## config.mk

```make
export PLATFORM = sky130hd
export DESIGN_NAME = rng_capture_flat
export DESIGN_NICKNAME = d
export VERILOG_FILES = /design/src/rtl/rng_capture_pkg.sv /design/src/rtl/rng_capture_if.sv /design/src/rtl/rng_capture_ramif.sv /design/src/rtl/rng_capture.sv /design/src/flat_wrapper.sv
export SDC_FILE = /design/constraint.sdc
export NUM_CORES = 1
export LEC_CHECK = 0
export CAP_MARGIN = 5
export CORE_MARGIN = 2
export CORE_UTILIZATION = 39
export DETAILED_ROUTE_END_ITERATION = 10
export PLACE_DENSITY_LB_ADDON = 0.05
export SETUP_SLACK_MARGIN = 0.02
export SYNTH_ARGS = -nofsm -noshare
export SYNTH_HDL_FRONTEND = slang
export SYNTH_SLANG_ARGS = --single-unit
```

## constraint.sdc

```tcl
create_clock -name clk -period 1.4 [get_ports clk]
set_input_delay 0.42 -clock clk [delete_from_list [all_inputs] [get_ports clk]]
set_output_delay 0.42 -clock clk [all_outputs]
set_load 0.005 [all_outputs]
```

## src/rtl/rng_capture_pkg.sv

```systemverilog
// rng_capture_pkg: shared definitions for the rng_capture slice.
//   state_e        - controller states
//   ram_cmd_e      - command handed to the registered RAM-pin driver
//   *_DEF          - default word / address widths
//   capture_len_ok - legal-range check for the burst length
package rng_capture_pkg;

  localparam int unsigned NUM_BITS_DEF   = 32;
  localparam int unsigned ADDR_WIDTH_DEF = 8;

  typedef enum logic [2:0] {
    ST_IDLE,
    ST_CAPTURE,
    ST_CAP_FLUSH,
    ST_RD_ISSUE,
    ST_RD_WAIT,
    ST_RD_HOLD
  } state_e;

  typedef enum logic [1:0] {
    RAM_NOP,
    RAM_WRITE,
    RAM_READ
  } ram_cmd_e;

  // A burst must hold at least one word and fit in the RAM address space.
  function automatic bit capture_len_ok(input longint len, input longint addr_width);
    return (len >= 1) && (len <= (longint'(1) << addr_width));
  endfunction

endpackage

```

## src/rtl/rng_capture_if.sv

```systemverilog
// rng_capture_if: single-port RAM bus between rng_capture and ram.
//   cs, we, oe  - chip select / write enable / output enable
//   address     - word address
//   data_in     - write data (toward RAM)
//   data_out    - read data (from RAM, one cycle after cs&oe is sampled)
// Modports: master (rng_capture side), slave (RAM side).
interface rng_capture_if
  import rng_capture_pkg::*;
#(
  parameter int NUM_BITS   = NUM_BITS_DEF,
  parameter int ADDR_WIDTH = ADDR_WIDTH_DEF
) ();

  logic                  cs;
  logic                  we;
  logic                  oe;
  logic [ADDR_WIDTH-1:0] address;
  logic [NUM_BITS-1:0]   data_in;
  logic [NUM_BITS-1:0]   data_out;

  modport master (
    output cs, we, oe, address, data_in,
    input  data_out
  );

  modport slave (
    input  cs, we, oe, address, data_in,
    output data_out
  );

endinterface

```

## src/rtl/rng_capture_ramif.sv

```systemverilog
// rng_capture_ramif: registered RAM-pin driver.
//   clk, rst  - clock, synchronous active-high reset
//   cmd_i     - RAM_WRITE / RAM_READ / RAM_NOP for the next cycle
//   addr_i    - address latched with a write or read command
//   wdata_i   - data latched with a write command
//   ram       - RAM bus (master modport); all pins registered
// address/data_in hold their last value on NOP cycles.
module rng_capture_ramif
  import rng_capture_pkg::*;
#(
  parameter int NUM_BITS   = NUM_BITS_DEF,
  parameter int ADDR_WIDTH = ADDR_WIDTH_DEF
) (
  input  logic                  clk,
  input  logic                  rst,
  input  ram_cmd_e              cmd_i,
  input  logic [ADDR_WIDTH-1:0] addr_i,
  input  logic [NUM_BITS-1:0]   wdata_i,
  rng_capture_if.master         ram
);

  logic                  cs_q;
  logic                  we_q;
  logic                  oe_q;
  logic [ADDR_WIDTH-1:0] addr_q;
  logic [NUM_BITS-1:0]   wdata_q;

  always_ff @(posedge clk) begin
    if (rst) begin
      cs_q    <= 1'b0;
      we_q    <= 1'b0;
      oe_q    <= 1'b0;
      addr_q  <= '0;
      wdata_q <= '0;
    end else begin
      unique case (cmd_i)
        RAM_WRITE: begin
          cs_q    <= 1'b1;
          we_q    <= 1'b1;
          oe_q    <= 1'b0;
          addr_q  <= addr_i;
          wdata_q <= wdata_i;
        end
        RAM_READ: begin
          cs_q   <= 1'b1;
          we_q   <= 1'b0;
          oe_q   <= 1'b1;
          addr_q <= addr_i;
        end
        default: begin
          cs_q <= 1'b0;
          we_q <= 1'b0;
          oe_q <= 1'b0;
        end
      endcase
    end
  end

  assign ram.cs      = cs_q;
  assign ram.we      = we_q;
  assign ram.oe      = oe_q;
  assign ram.address = addr_q;
  assign ram.data_in = wdata_q;

endmodule

```

## src/rtl/rng_capture.sv

```systemverilog
// rng_capture: stream sink for mt19937 words; writes a CAPTURE_LEN burst
// into a single-port RAM and reads it back onto an output stream.
//   clk, rst            - clock, synchronous active-high reset
//   r_num, valid, ready - generator stream (ready high only in CAPTURE)
//   cap_start, rd_start - one-cycle start pulses, honoured only in IDLE
//   busy, done          - not-IDLE flag, burst-complete pulse
//   ram                 - RAM bus (cs/we/oe/address/data_in/data_out)
//   out_data, out_valid, out_ready - readback stream
// Optional (RNG_CAPTURE_CHECKSUM_EN):
//   checksum - running XOR of captured words
//   chk_ok   - on the readback done cycle, readback XOR == checksum
module rng_capture
  import rng_capture_pkg::*;
#(
  parameter int NUM_BITS    = NUM_BITS_DEF,
  parameter int ADDR_WIDTH  = ADDR_WIDTH_DEF,
  parameter int CAPTURE_LEN = 10
) (
  input  logic                clk,
  input  logic                rst,
  input  logic [NUM_BITS-1:0] r_num,
  input  logic                valid,
  output logic                ready,
  input  logic                cap_start,
  input  logic                rd_start,
  output logic                busy,
  output logic                done,
  rng_capture_if.master       ram,
  output logic [NUM_BITS-1:0] out_data,
  output logic                out_valid,
  input  logic                out_ready
`ifdef RNG_CAPTURE_CHECKSUM_EN
  ,
  output logic [NUM_BITS-1:0] checksum,
  output logic                chk_ok
`endif
);

  if (!capture_len_ok(CAPTURE_LEN, ADDR_WIDTH)) begin : g_bad_len
    $error("rng_capture: CAPTURE_LEN must be in 1 .. 2**ADDR_WIDTH");
  end

  localparam logic [ADDR_WIDTH-1:0] LAST_PTR = ADDR_WIDTH'(CAPTURE_LEN - 1);

  state_e                state_q;
  logic [ADDR_WIDTH-1:0] ptr_q;
  logic                  done_q;
  logic                  out_valid_q;
  logic [NUM_BITS-1:0]   out_data_q;

  logic                  last;
  logic                  cap_go;
  logic                  rd_go;
  logic                  wr_hs;
  logic                  rd_acc;
  ram_cmd_e              ram_cmd;
  logic [ADDR_WIDTH-1:0] ram_addr;

  assign last   = (ptr_q == LAST_PTR);
  assign cap_go = (state_q == ST_IDLE) && cap_start;
  assign rd_go  = (state_q == ST_IDLE) && !cap_start && rd_start;
  assign wr_hs  = (state_q == ST_CAPTURE) && valid;
  assign rd_acc = (state_q == ST_RD_HOLD) && out_ready;

  // The pin driver registers its command, so commands are chosen on the
  // transition: a read is issued while entering RD_ISSUE, so its pins are
  // live during RD_ISSUE and data_out is ready to latch in RD_WAIT.
  always_comb begin
    ram_cmd  = RAM_NOP;
    ram_addr = ptr_q;
    if (wr_hs) begin
      ram_cmd = RAM_WRITE;
    end else if (rd_go) begin
      ram_cmd  = RAM_READ;
      ram_addr = '0;
    end else if (rd_acc && !last) begin
      ram_cmd  = RAM_READ;
      ram_addr = ptr_q + ADDR_WIDTH'(1);
    end
  end

  always_ff @(posedge clk) begin
    if (rst) begin
      state_q     <= ST_IDLE;
      ptr_q       <= '0;
      done_q      <= 1'b0;
      out_valid_q <= 1'b0;
      out_data_q  <= '0;
    end else begin
      done_q <= 1'b0;
      unique case (state_q)
        ST_IDLE: begin
          if (cap_start) begin
            ptr_q   <= '0;
            state_q <= ST_CAPTURE;
          end else if (rd_start) begin
            ptr_q   <= '0;
            state_q <= ST_RD_ISSUE;
          end
        end
        ST_CAPTURE: begin
          if (valid) begin
            // ptr stops at the last index so it never wraps at full depth.
            if (last) state_q <= ST_CAP_FLUSH;
            else      ptr_q   <= ptr_q + ADDR_WIDTH'(1);
          end
        end
        ST_CAP_FLUSH: begin
          done_q  <= 1'b1;
          state_q <= ST_IDLE;
        end
        ST_RD_ISSUE: begin
          state_q <= ST_RD_WAIT;
        end
        ST_RD_WAIT: begin
          out_data_q  <= ram.data_out;
          out_valid_q <= 1'b1;
          state_q     <= ST_RD_HOLD;
        end
        ST_RD_HOLD: begin
          if (out_ready) begin
            out_valid_q <= 1'b0;
            if (last) begin
              done_q  <= 1'b1;
              state_q <= ST_IDLE;
            end else begin
              ptr_q   <= ptr_q + ADDR_WIDTH'(1);
              state_q <= ST_RD_ISSUE;
            end
          end
        end
        default: state_q <= ST_IDLE;
      endcase
    end
  end

`ifdef RNG_CAPTURE_CHECKSUM_EN
  logic [NUM_BITS-1:0] checksum_q;
  logic [NUM_BITS-1:0] rd_xor_q;
  logic                chk_ok_q;

  always_ff @(posedge clk) begin
    if (rst) begin
      checksum_q <= '0;
      rd_xor_q   <= '0;
      chk_ok_q   <= 1'b0;
    end else begin
      chk_ok_q <= 1'b0;
      if (cap_go) checksum_q <= '0;
      if (wr_hs)  checksum_q <= checksum_q ^ r_num;
      if (rd_go)  rd_xor_q   <= '0;
      if (state_q == ST_RD_WAIT) rd_xor_q <= rd_xor_q ^ ram.data_out;
      if (rd_acc && last) chk_ok_q <= (rd_xor_q == checksum_q);
    end
  end

  assign checksum = checksum_q;
  assign chk_ok   = chk_ok_q;
`endif

  rng_capture_ramif #(
    .NUM_BITS  (NUM_BITS),
    .ADDR_WIDTH(ADDR_WIDTH)
  ) u_ramif (
    .clk    (clk),
    .rst    (rst),
    .cmd_i  (ram_cmd),
    .addr_i (ram_addr),
    .wdata_i(r_num),
    .ram    (ram)
  );

  assign ready     = (state_q == ST_CAPTURE);
  assign busy      = (state_q != ST_IDLE);
  assign done      = done_q;
  assign out_valid = out_valid_q;
  assign out_data  = out_data_q;

endmodule
```

## src/flat_wrapper.sv

```systemverilog
// flat-port wrapper written by rule: the top's interface ports become plain ports
module rng_capture_flat import rng_capture_pkg::*;
#(
  parameter int NUM_BITS    = NUM_BITS_DEF,
  parameter int ADDR_WIDTH  = ADDR_WIDTH_DEF,
  parameter int CAPTURE_LEN = 10
)
  (clk, rst, r_num, valid, ready, cap_start, rd_start, busy, done, out_data, out_valid, out_ready, ram_cs, ram_we, ram_oe, ram_address, ram_data_in, ram_data_out);
  rng_capture_if #(.NUM_BITS(NUM_BITS), .ADDR_WIDTH(ADDR_WIDTH)) ram_i ();
  input  logic clk;
  input  logic rst;
  input  logic [NUM_BITS-1:0] r_num;
  input  logic valid;
  output logic ready;
  input  logic cap_start;
  input  logic rd_start;
  output logic busy;
  output logic done;
  output logic [NUM_BITS-1:0] out_data;
  output logic out_valid;
  input  logic out_ready;
  output wire logic [$bits(ram_i.cs)-1:0] ram_cs;
  output wire logic [$bits(ram_i.we)-1:0] ram_we;
  output wire logic [$bits(ram_i.oe)-1:0] ram_oe;
  output wire logic [$bits(ram_i.address)-1:0] ram_address;
  output wire logic [$bits(ram_i.data_in)-1:0] ram_data_in;
  input wire logic [$bits(ram_i.data_out)-1:0] ram_data_out;
  assign ram_cs = ram_i.cs;
  assign ram_we = ram_i.we;
  assign ram_oe = ram_i.oe;
  assign ram_address = ram_i.address;
  assign ram_data_in = ram_i.data_in;
  assign ram_i.data_out = ram_data_out;
  rng_capture #(.NUM_BITS(NUM_BITS), .ADDR_WIDTH(ADDR_WIDTH), .CAPTURE_LEN(CAPTURE_LEN)) u_core (.clk(clk), .rst(rst), .r_num(r_num), .valid(valid), .ready(ready), .cap_start(cap_start), .rd_start(rd_start), .busy(busy), .done(done), .ram(ram_i), .out_data(out_data), .out_valid(out_valid), .out_ready(out_ready));
endmodule
```

== Word-level counts from Yosys, hierarchy flattened ==
Index checks and enable logic that the tools add are counted.
Word-level totals
  flip-flop bits (word level): 88
  latch bits: 0
  bits in writable memories: 0
  ROM bits: 0
  input port bits: 70
  output and inout bits: 79
  logic and storage cells: 65
  memories kept: 0
Cells by class
  add/sub/neg operators: 1
  $mul: 0
  div/mod/pow operators: 0
  $lt $le $gt $ge: 0
  equality and inequality tests: 12
  shift-type cells: 0
  muxes and demuxes: 27
  bitwise operators: 0
  reduce and logical (&&, ||, !) cells: 15
Operators by type and width (number)
  $mux 8: 8
  $pmux 8 s3: 1
  $mux 3: 5
  $pmux 3 s5: 1
  $add 8x1->8 const B: 1
  $eq 8x4->1 const B: 1
  $mux 2: 4
  $reduce_and 4->1: 2
  $eq 3x2->1 const B: 2
  $eq 3x3->1 const B: 2
  $mux 1: 6
  $reduce_bool 3->1: 2
  $logic_and 1x1->1: 5
  $ne 2x2->1 const B: 2
  $pmux 1 s2: 2
  $eq 3x1->1 const B: 1
  $logic_not 3->1: 1
  $ne 3x3->1 const B: 1
  $eq 2x1->1 const B: 1
  $eq 2x2->1 const B: 1
  $logic_not 1->1: 2
  $ne 2x1->1 const B: 1
  $reduce_and 2->1: 1
  $reduce_bool 2->1: 1
  $reduce_or 2->1: 1

== Depth between registers and ports, before layout ==
Gate-level depths: netlist (run 1).
  word-level depth: 9
  mapped depth: 7
  mapped depth without buffers: 6

== By module ==
Synthesis (run 1) repeated with hierarchy kept, for this count alone.
Second synthesis, totals
  cell total of the unflattened synthesis: 415
  area total of the unflattened synthesis: 3719.8 µm²
Modules (own cells, without submodules)
  rng_capture: times used 1, cells each 274, area each 2145.8 µm², sequential area each 900.9 µm²
  rng_capture_ramif: times used 1, cells each 141, area each 1574.0 µm², sequential area each 860.8 µm²

== Worst setup path after synthesis (run 1) ==
No wires, ideal clock.
  path type: reg-to-reg
  start point: register u_core.state_q[2]
  end point: register u_core.ptr_q[5]
  library setup time: 0.072 ns
  arrival: 1.416 ns
  data required time: 1.328 ns
  setup slack: -0.087 ns
  stages on the path, launching flop included: 7
  clock period less this slack: 1.487 ns
  cells stage by stage: dfxtp_1 buf_4 and4bb_1 a211oi_4 o21a_1 buf_6 mux2i_1
On the way
  cells in the longest elaborated chain, start to end: 3
  elaborated cells between the ends (all ways): 9
Ends and longest elaborated chain
  from (decl): RTL line rng_capture.sv:45  | state_e state_q;
  from (signal assigned): RTL line rng_capture.sv:84  | state_q <= ST_IDLE;
  from (signal assigned): RTL line rng_capture.sv:95  | state_q <= ST_CAPTURE;
  from (signal assigned): RTL line rng_capture.sv:98  | state_q <= ST_RD_ISSUE;
  $eq 3x3->1 (tied with other cells): RTL line rng_capture.sv:91  | unique case (state_q)
  $ne 2x2->1 (no source line) (tied with other cells)
  $reduce_and 4->1 (no source line)
  to (signal assigned): RTL line rng_capture.sv:105  | else ptr_q <= ptr_q + ADDR_WIDTH'(1);
  to (signal assigned): RTL line rng_capture.sv:127  | ptr_q <= ptr_q + ADDR_WIDTH'(1);
  to (decl): RTL line rng_capture.sv:46  | logic [ADDR_WIDTH-1:0] ptr_q;
Several ways; a longest one is shown, not always the timed one.
A chain may end at the register's enable or synchronous reset.

== Worst setup path in the final report (run 1) ==
  start point: register u_core.state_q[1]
  end point: register u_core.u_ramif.wdata_q[1] (netlist: u_core.u_ramif.ram.data_in[1])
On the way
  cells in the longest elaborated chain, start to end: 7
  elaborated cells between the ends (all ways): 12
Ends and longest elaborated chain
  $eq 3x3->1: RTL line rng_capture.sv:63  | assign rd_acc = (state_q == ST_RD_HOLD) && out_ready;
  $logic_and 1x1->1: RTL line rng_capture.sv:63
  $logic_and 1x1->1: RTL line rng_capture.sv:76  | end else if (rd_acc && !last) begin
  $mux 2: RTL line rng_capture.sv:76
  $mux 2: RTL line rng_capture.sv:73  | end else if (rd_go) begin
  $mux 2 *: RTL line rng_capture.sv:71  | if (wr_hs) begin
  $eq 2x1->1 *: RTL line rng_capture_ramif.sv:36  | unique case (cmd_i)
  to (signal assigned): RTL line rng_capture_ramif.sv:42  | wdata_q <= wdata_i;
  to (decl): RTL line rng_capture_ramif.sv:26  | logic [NUM_BITS-1:0] wdata_q;
Every way passes the cells marked *; elsewhere a longest branch is shown, timed or not.

==> reports/qor.csv, run 1 <==
metric,value,unit
status,"complete, but fails checks",
violations,negative setup slack,
slew_headroom,68.2,%
p_int,4.27,mW
async_reset_ff_share,0,%
clockBufferDepth,2,
pwr-share-clk,30.0,%
cp_max_fo,7,
path_clk_slew,0.09,ns
grt_max_degree,49,
drtPass1Iterations,4,
vias,3823,
final_core_util,71.5,%
drc,0,
grt_pass1_wl,17.4,mm
rows,35,
startpoint_type,flop,
wl,11.9,mm
cts_max_level,3,
tns,-13.76,ns
drive_above_1_share,35.9,%
place_congestion,0.824,
routedWlPerCell,15.8,µm
crit_path_end_kind,flop,
rsz0062_at_grt,yes,
cp_data_arrival_time,1.90,ns
root_buffer,clkbuf_8,
grt_pass1_vias,3549,
yosysSeqAreaShare,49.0,%
ant_nets,0,
power_switching,1.64,mW
first_iter_violations,93,
cp-startpoint,u_core.state_q[1],
swShare,27.8,%
die_height,100,µm
min_path_type,flop to flop,
cellLeakagePower,2.53,nW
r2r_start,u_core.state_q[1],
hpwl,7.17,mm
synthDistinctLibCells,52,
hp-start,u_core.out_data[27],
hold_slack,0.454,ns
seqPwrFrac,45.2,%
yosysWarnings,0,
syn_area,3590,µm²
layout.nets,706,
core-area,9060,µm²
path_cells,buf_6 -> buf_8 -> nor4bb_4 -> buf_6 -> buf_8 -> clkbuf_16 -> nand2_1 -> a21oi_1,
synthToLayoutAreaGrowth,80.4,%
min_period_over_period,116,%
cts.sinks,88,
fillers,712,
worst_path_max_delay_cell,dfxtp_4,
die-area,9990,µm²
finalPower,5.91,mW
die_w,100,µm
grt_util_all_layers,21.8,%
hold_viol_final,0,
worst-path-buf-inv,5,
synthCells,430,
path_class,flop to flop,
viasPerCell,5.10,
synth_edf_count,0,
synth_fp_nets,502,
initial_utilization,39.6,%
insertion_delay,0.35,ns
setup_viol,87,
power_per_cell_area,912,nW/µm²
worstMarginPinSlew,0.470,ns
io_buffers,148,
antenna_cells,0,
stdcell_area,6480,µm²
cts_tree,built,
avgSynthCellArea,8.35,µm²
fin_crit,1.63,ns
pwr-share-comb,24.8,%
cap_violations,0,
ys_seq_elements,88,
fmax,613,MHz
critPathRequiredTime,1.67,ns
crit_family,buffers and inverters,
peakVddDrop,0.576,mV
gr-total-overflow,0,
crit_path_max_incr_delay,0.37,ns
numCtsBuffers,9,
antenna_found_initial,0,
setup_ws,-0.230,ns
synthFlopType,dfxtp_1,
maxSlewViolCount,0,
finClkSkew,0.0149,ns
ios,149,
placed_cell_area,5520,µm²
[path summary, 6_finish.rpt]
check / to / slack [ns] / depth (start not counted)
worst min-delay path: u_core.out_data[27] / 0.45 / 2
worst min register to register: u_core.out_data[27] / 0.45 / 2
worst max-delay path: u_core.u_ramif.ram.data_in[1] / -0.23 / 8
worst max register to register: u_core.u_ramif.ram.data_in[1] / -0.23 / 8
[cells in the mapped netlist (all sizes together) (2+ instances only)]
cell type,number,area [µm²]
a21oi,78,398
nand3,10,50.1
o21a,3,22.5
nor3b,2,25.0
mux2i,3,30.0
ha,2,25.0
a32oi,4,35.0
nand2b,5,31.3
o31ai,2,42.5
inv,6,22.5
buf,19,126
clkbuf,13,48.8
nor3,4,25.0
nor2,10,37.5
dfxtp,88,1760
o21ai,10,50.1
nand4,2,12.5
nor4b,3,56.3
a31oi,3,18.8
o31a,2,17.5
nand2,138,518
a211oi,2,27.5
nor4,2,27.5
[power groups by stage]
| stage | Combinational [mW] | Clock [mW] | Sequential [mW] |
|---|---|---|---|
| detailed placement | 1.10 | 0 | 2.72 |
| floorplan | 0.452 | 0 | 2.73 |
| finish | 1.47 | 1.77 | 2.67 |
| CTS | 1.31 | 1.81 | 2.66 |
| global placement | 1.08 | 0 | 2.72 |
| global route | 1.56 | 1.92 | 2.68 |
[layout make-up]
| type | count | area [µm²] | area share (%) |
|---|---|---|---|
| Clock buffer | 9 | 124 | 1.91 |
| Clock inverter | 6 | 67.6 | 1.04 |
| Inverter | 6 | 22.5 | 0.348 |
| Multi-Input combinational cell | 304 | 2010 | 31.1 |
| Sequential cell | 88 | 1830 | 28.2 |
| Tap cell | 111 | 139 | 2.14 |
| Timing Repair Buffer | 225 | 2280 | 35.3 |
[registers in the layout, indices dropped and copies added (netlist names)]
register,count
u_core.done,1
u_core.u_ramif.ram.data_in,32
u_core.state_q,3
u_core.u_ramif.ram.address,8
u_core.u_ramif.ram.cs,1
u_core.out_data,32
u_core.out_valid,1
u_core.ptr_q,8
u_core.u_ramif.ram.we,1
u_core.u_ramif.ram.oe,1
[through the flow]
stage	cells	setup slack [ns]
after global placement	706	-0.591
after detailed placement	706	-0.633
after CTS	739	-0.217
after global routing	749	-0.312
final	749	-0.230
after floorplan	430	-0.0483
[timing repair]
action,in CTS,in global routing
gates resized for setup,167,141
setup buffers,11,9
cloned,7,1
pin swaps,17,28
setup endpoints to repair,165,149
hold buffers,0,0
hold endpoints to repair,0,0
[cells in the final DEF (no fill, tap or decap), types with 3 or more instances in the layout]
cell type and n:
a21oi_1 47, a21oi_2 28, a21oi_4 3, a31oi_1 3
a32oi_1 3, buf_12 7, buf_16 6, buf_4 46
buf_6 15, clkbuf_2 7, clkbuf_8 9, clkdlybuf4s15_1 53
clkdlybuf4s50_1 65, dfxtp_1 40, dfxtp_2 45, dfxtp_4 3
dlygate4sd2_1 21, inv_1 4, mux2i_1 3, nand2_1 123
nand2_2 6, nand2_4 8, nand2b_1 5, nand3_1 7
nor2_1 8, o21a_1 3, o21ai_0 8
[tightest hold or removal path, stage by stage (launching register included)]
cell	delay [ns]
dfxtp_2	0.33
nand2_1	0.05
a21oi_1	0.05
[metal layers]
| layer | global-route usage [%] | vias to the layer above | wire length [µm] |
|---|---|---|---|
| li1 | - | 1867 | - |
| met1 | 28.3 | 1813 | 4960 |
| met2 | 35.7 | 120 | 5950 |
| met3 | 4.81 | 23 | 719 |
| met4 | 7.80 | 0 | 230 |
| met5 | 0 | - | 0 |
[cell families after synthesis]
logic type	after synthesis	synth area share, %
adders and majority gates	2	0.697
buffers and inverters	38	5.50
and+or+nand+nor	183	23.9
xor gates and xnor gates	2	0.488
DFF	88	49.0
muxes	3	0.836
AOI/OAI and AO/OA	114	19.5
Note: power is estimated with default switching activity, not from simulation.
==> run 2: changes to the inputs <==
--- a/config.mk
+++ b/config.mk
@@ -6,7 +6,7 @@
 export NUM_CORES = 1
 export LEC_CHECK = 0
 export CAP_MARGIN = 5
-export CORE_MARGIN = 2
+export CORE_MARGIN = 10
 export CORE_UTILIZATION = 39
 export DETAILED_ROUTE_END_ITERATION = 10
 export PLACE_DENSITY_LB_ADDON = 0.05
==> run 2 against run 1 <==
The run still ends with negative setup slack left; combinational power rose by 7%; fmax decreased by 2.1%; register-to-register slack got worse by 0.04 ns; flip-flop and latch count unchanged; die area grew 35%; utilization rose by 6.8 points; global-route usage shrank 3.7 points; clock power is 10% higher; design area increased by 6.9%; critical path depth is 1 lower; largest power group unchanged.
==> reports/qor.csv, run 2 (synthesis results as in run 1) <==
metric,value,unit,change
cellLeakagePower,2.65,nW,+4.6%
fin_crit,1.67,ns,+0.0358 ns
peakVddDrop,0.587,mV,+1.9%
p_int,4.50,mW,+5.5%
register_area,1840,µm²,+0.34%
reg2reg_to,u_core.out_data[16],,
hpwl,8.71,mm,+21%
rsz0062_at_grt,yes,,
stdcell_area,6930,µm²,+6.9%
pwr-share-comb,25.4,%,+0.6 points
startpoint_type,flop,,
cts_tree,built,,
routedWlPerCell,18.7,µm,+18%
first_iter_violations,224,,+140%
insertion_delay,0.36,ns,about the same
path_class,flop to flop,,
swShare,27.4,%,-0.38 points
final_cell_mix,"nand2_1 (85), clkdlybuf4s50_1 (67), buf_4 (57)",,
seqPwrFrac,43.1,%,-2.1 points
drive_above_1_share,52.6,%,+17 points
grt_pass1_vias,3738,,+5.3%
finClkSkew,0.0108,ns,-0.00416 ns
setup_ws,-0.266,ns,-0.0358 ns
die_height,116,µm,+16%
hp-start,u_core.u_ramif.ram.data_in[3],,
viasPerCell,5.10,,about the same
layout.nets,724,,+2.5%
die-area,13400,µm²,+35%
grt_pass1_wl,19.5,mm,+12%
cap_violations,0,,unchanged
cp_max_fo,8,,+1
reg2reg_slack,-0.27,ns,-0.04 ns
power_switching,1.70,mW,+3.5%
multi_input_area,2350,µm²,+17%
initial_utilization,40.6,%,+0.97 points
hold_viol_final,0,,unchanged
antenna_cells,0,,unchanged
cp_data_arrival_time,1.89,ns,about the same
min_period_over_period,119,%,+2.6 points
hold_depth,2,,unchanged
place_congestion,0.832,,+1.0%
numCtsBuffers,9,,unchanged
fmax,600,MHz,-2.1%
rr_worst_depth,7,,-1
wl,14.3,mm,+21%
crit_path_end_kind,flop,,
cts_max_level,3,,unchanged
io_buffers,148,,unchanged
fillers,588,,-17%
ios,149,,unchanged
pwr-share-clk,31.4,%,+1.4 points
cts.sinks,88,,unchanged
vias,3896,,+1.9%
ant_nets,0,,unchanged
violations,negative setup slack,,
setup_viol,88,,+1.1%
maxSlewViolCount,0,,unchanged
drc,0,,unchanged
gr-total-overflow,0,,unchanged
finalNonFillerCells,764,,+2.0%
dp_slack,-0.564,ns,+0.0684 ns
status,"complete, but fails checks",,
synthToLayoutAreaGrowth,92.8,%,
antenna_found_initial,0,,unchanged
grt_max_degree,48,,-2.0%
dp.cells,705,,-0.14%
worstMarginPinSlew,0.441,ns,-0.0286 ns
final_core_util,78.3,%,+6.8 points
final_common_cell,nand2_1,,
r2r_start,u_core.state_q[0],,
path_clk_slew,0.09,ns,about the same
hold_slack,0.457,ns,+0.00263 ns
rows,34,,-2.9%
slew_headroom,70.3,%,+2.0 points
core-area,8850,µm²,-2.4%
critPathRequiredTime,1.63,ns,-0.04 ns
die_w,116,µm,+16%
placed_cell_area,5550,µm²,+0.66%
clockBufferDepth,2,,unchanged
min_to,u_core.u_ramif.ram.data_in[3],,
root_buffer,clkbuf_8,,
grt_util_all_layers,18.1,%,-3.7 points
min_path_type,flop to flop,,
drtPass1Iterations,4,,unchanged
ctsHoldBuffers,0,,unchanged
power_per_cell_area,895,nW/µm²,-1.8%
==> run 2: cell count changes in the layout (fill, tap and decap cells not counted), sizes merged <==
cell / change
buf: +12
bufinv: +1
clkbuf: +35
clkdlybuf4s15: -13
clkdlybuf4s50: +2
clkinv: -1
dlygate4sd2: -19
dlymetal6s2s: +1
==> run 2: power by group through the flow <==
stage	Combinational, mW	Sequential [mW]	Clock [mW]
after floorplan	0.452	2.73	0
after global placement	1.11	2.72	0
after detailed placement	1.12	2.73	0
after CTS	1.27	2.66	1.98
after global routing	1.67	2.69	2.08
final	1.58	2.67	1.95
==> run 2: repair_timing <==
action	CTS	global route
buffers inserted	14	23
pin swaps	22	90
endpoints found under the setup margin	163	159
gates cloned	3	8
gates resized for setup	166	281
==> run 2: metal layers <==
metal | part of all wire (%) | wire, µm | global-route usage (%) | vias to the layer above
li1 | - | - | - | 1904
met1 | 40 | 5730 | 20.6 | 1844
met2 | 51 | 7250 | 30.2 | 127
met3 | 7.3 | 1040 | 6.77 | 21
met4 | 1.9 | 275 | 6.92 | 0
met5 | 0 | 0 | 0 | -
==> run 2: through the flow <==
step	total power, mW	TNS (ns)
2_1_floorplan	3.19	-0.233
3_3_place_gp	3.83	-29.64
3_5_place_dp	3.85	-31.58
4_1_cts	5.91	-14.15
5_1_grt	6.44	-21.96
6_report	6.20	-17.99
==> run 2: final cells by class <==
cell class / instances / share of cell area [%]
Inverter: 6 / 0.325
Sequential cell: 88 / 26.5
Clock buffer: 9 / 1.79
Multi-Input combinational cell: 304 / 33.9
Tap cell: 108 / 1.95
Clock inverter: 6 / 1.34
Timing Repair Buffer: 243 / 34.2
==> run 2: worst max path at each step <==
| stage | from | end | slack (ns) | cells past startpoint |
|---|---|---|---|---|
| after floorplan | u_core.state_q[2] | u_core.ptr_q[5] | -0.05 | 6 |
| after global placement | valid | u_core.u_ramif.ram.data_in[13] | -0.53 | 6 |
| after detailed placement | valid | u_core.u_ramif.ram.data_in[16] | -0.56 | 6 |
| after CTS | u_core.state_q[0] | u_core.ptr_q[6] | -0.26 | 7 |
| after global routing | u_core.state_q[0] | u_core.ptr_q[6] | -0.33 | 7 |
| final | u_core.state_q[0] | u_core.out_data[16] | -0.27 | 7 |
==> run 2: critical path: stages (launching register included) <==
cell,delay (ns)
dfxtp_4,0.36
buf_6,0.13
buf_8,0.12
buf_12,0.12
or3_4,0.47
clkbuf_16,0.22
nand2_4,0.06
a21oi_2,0.05
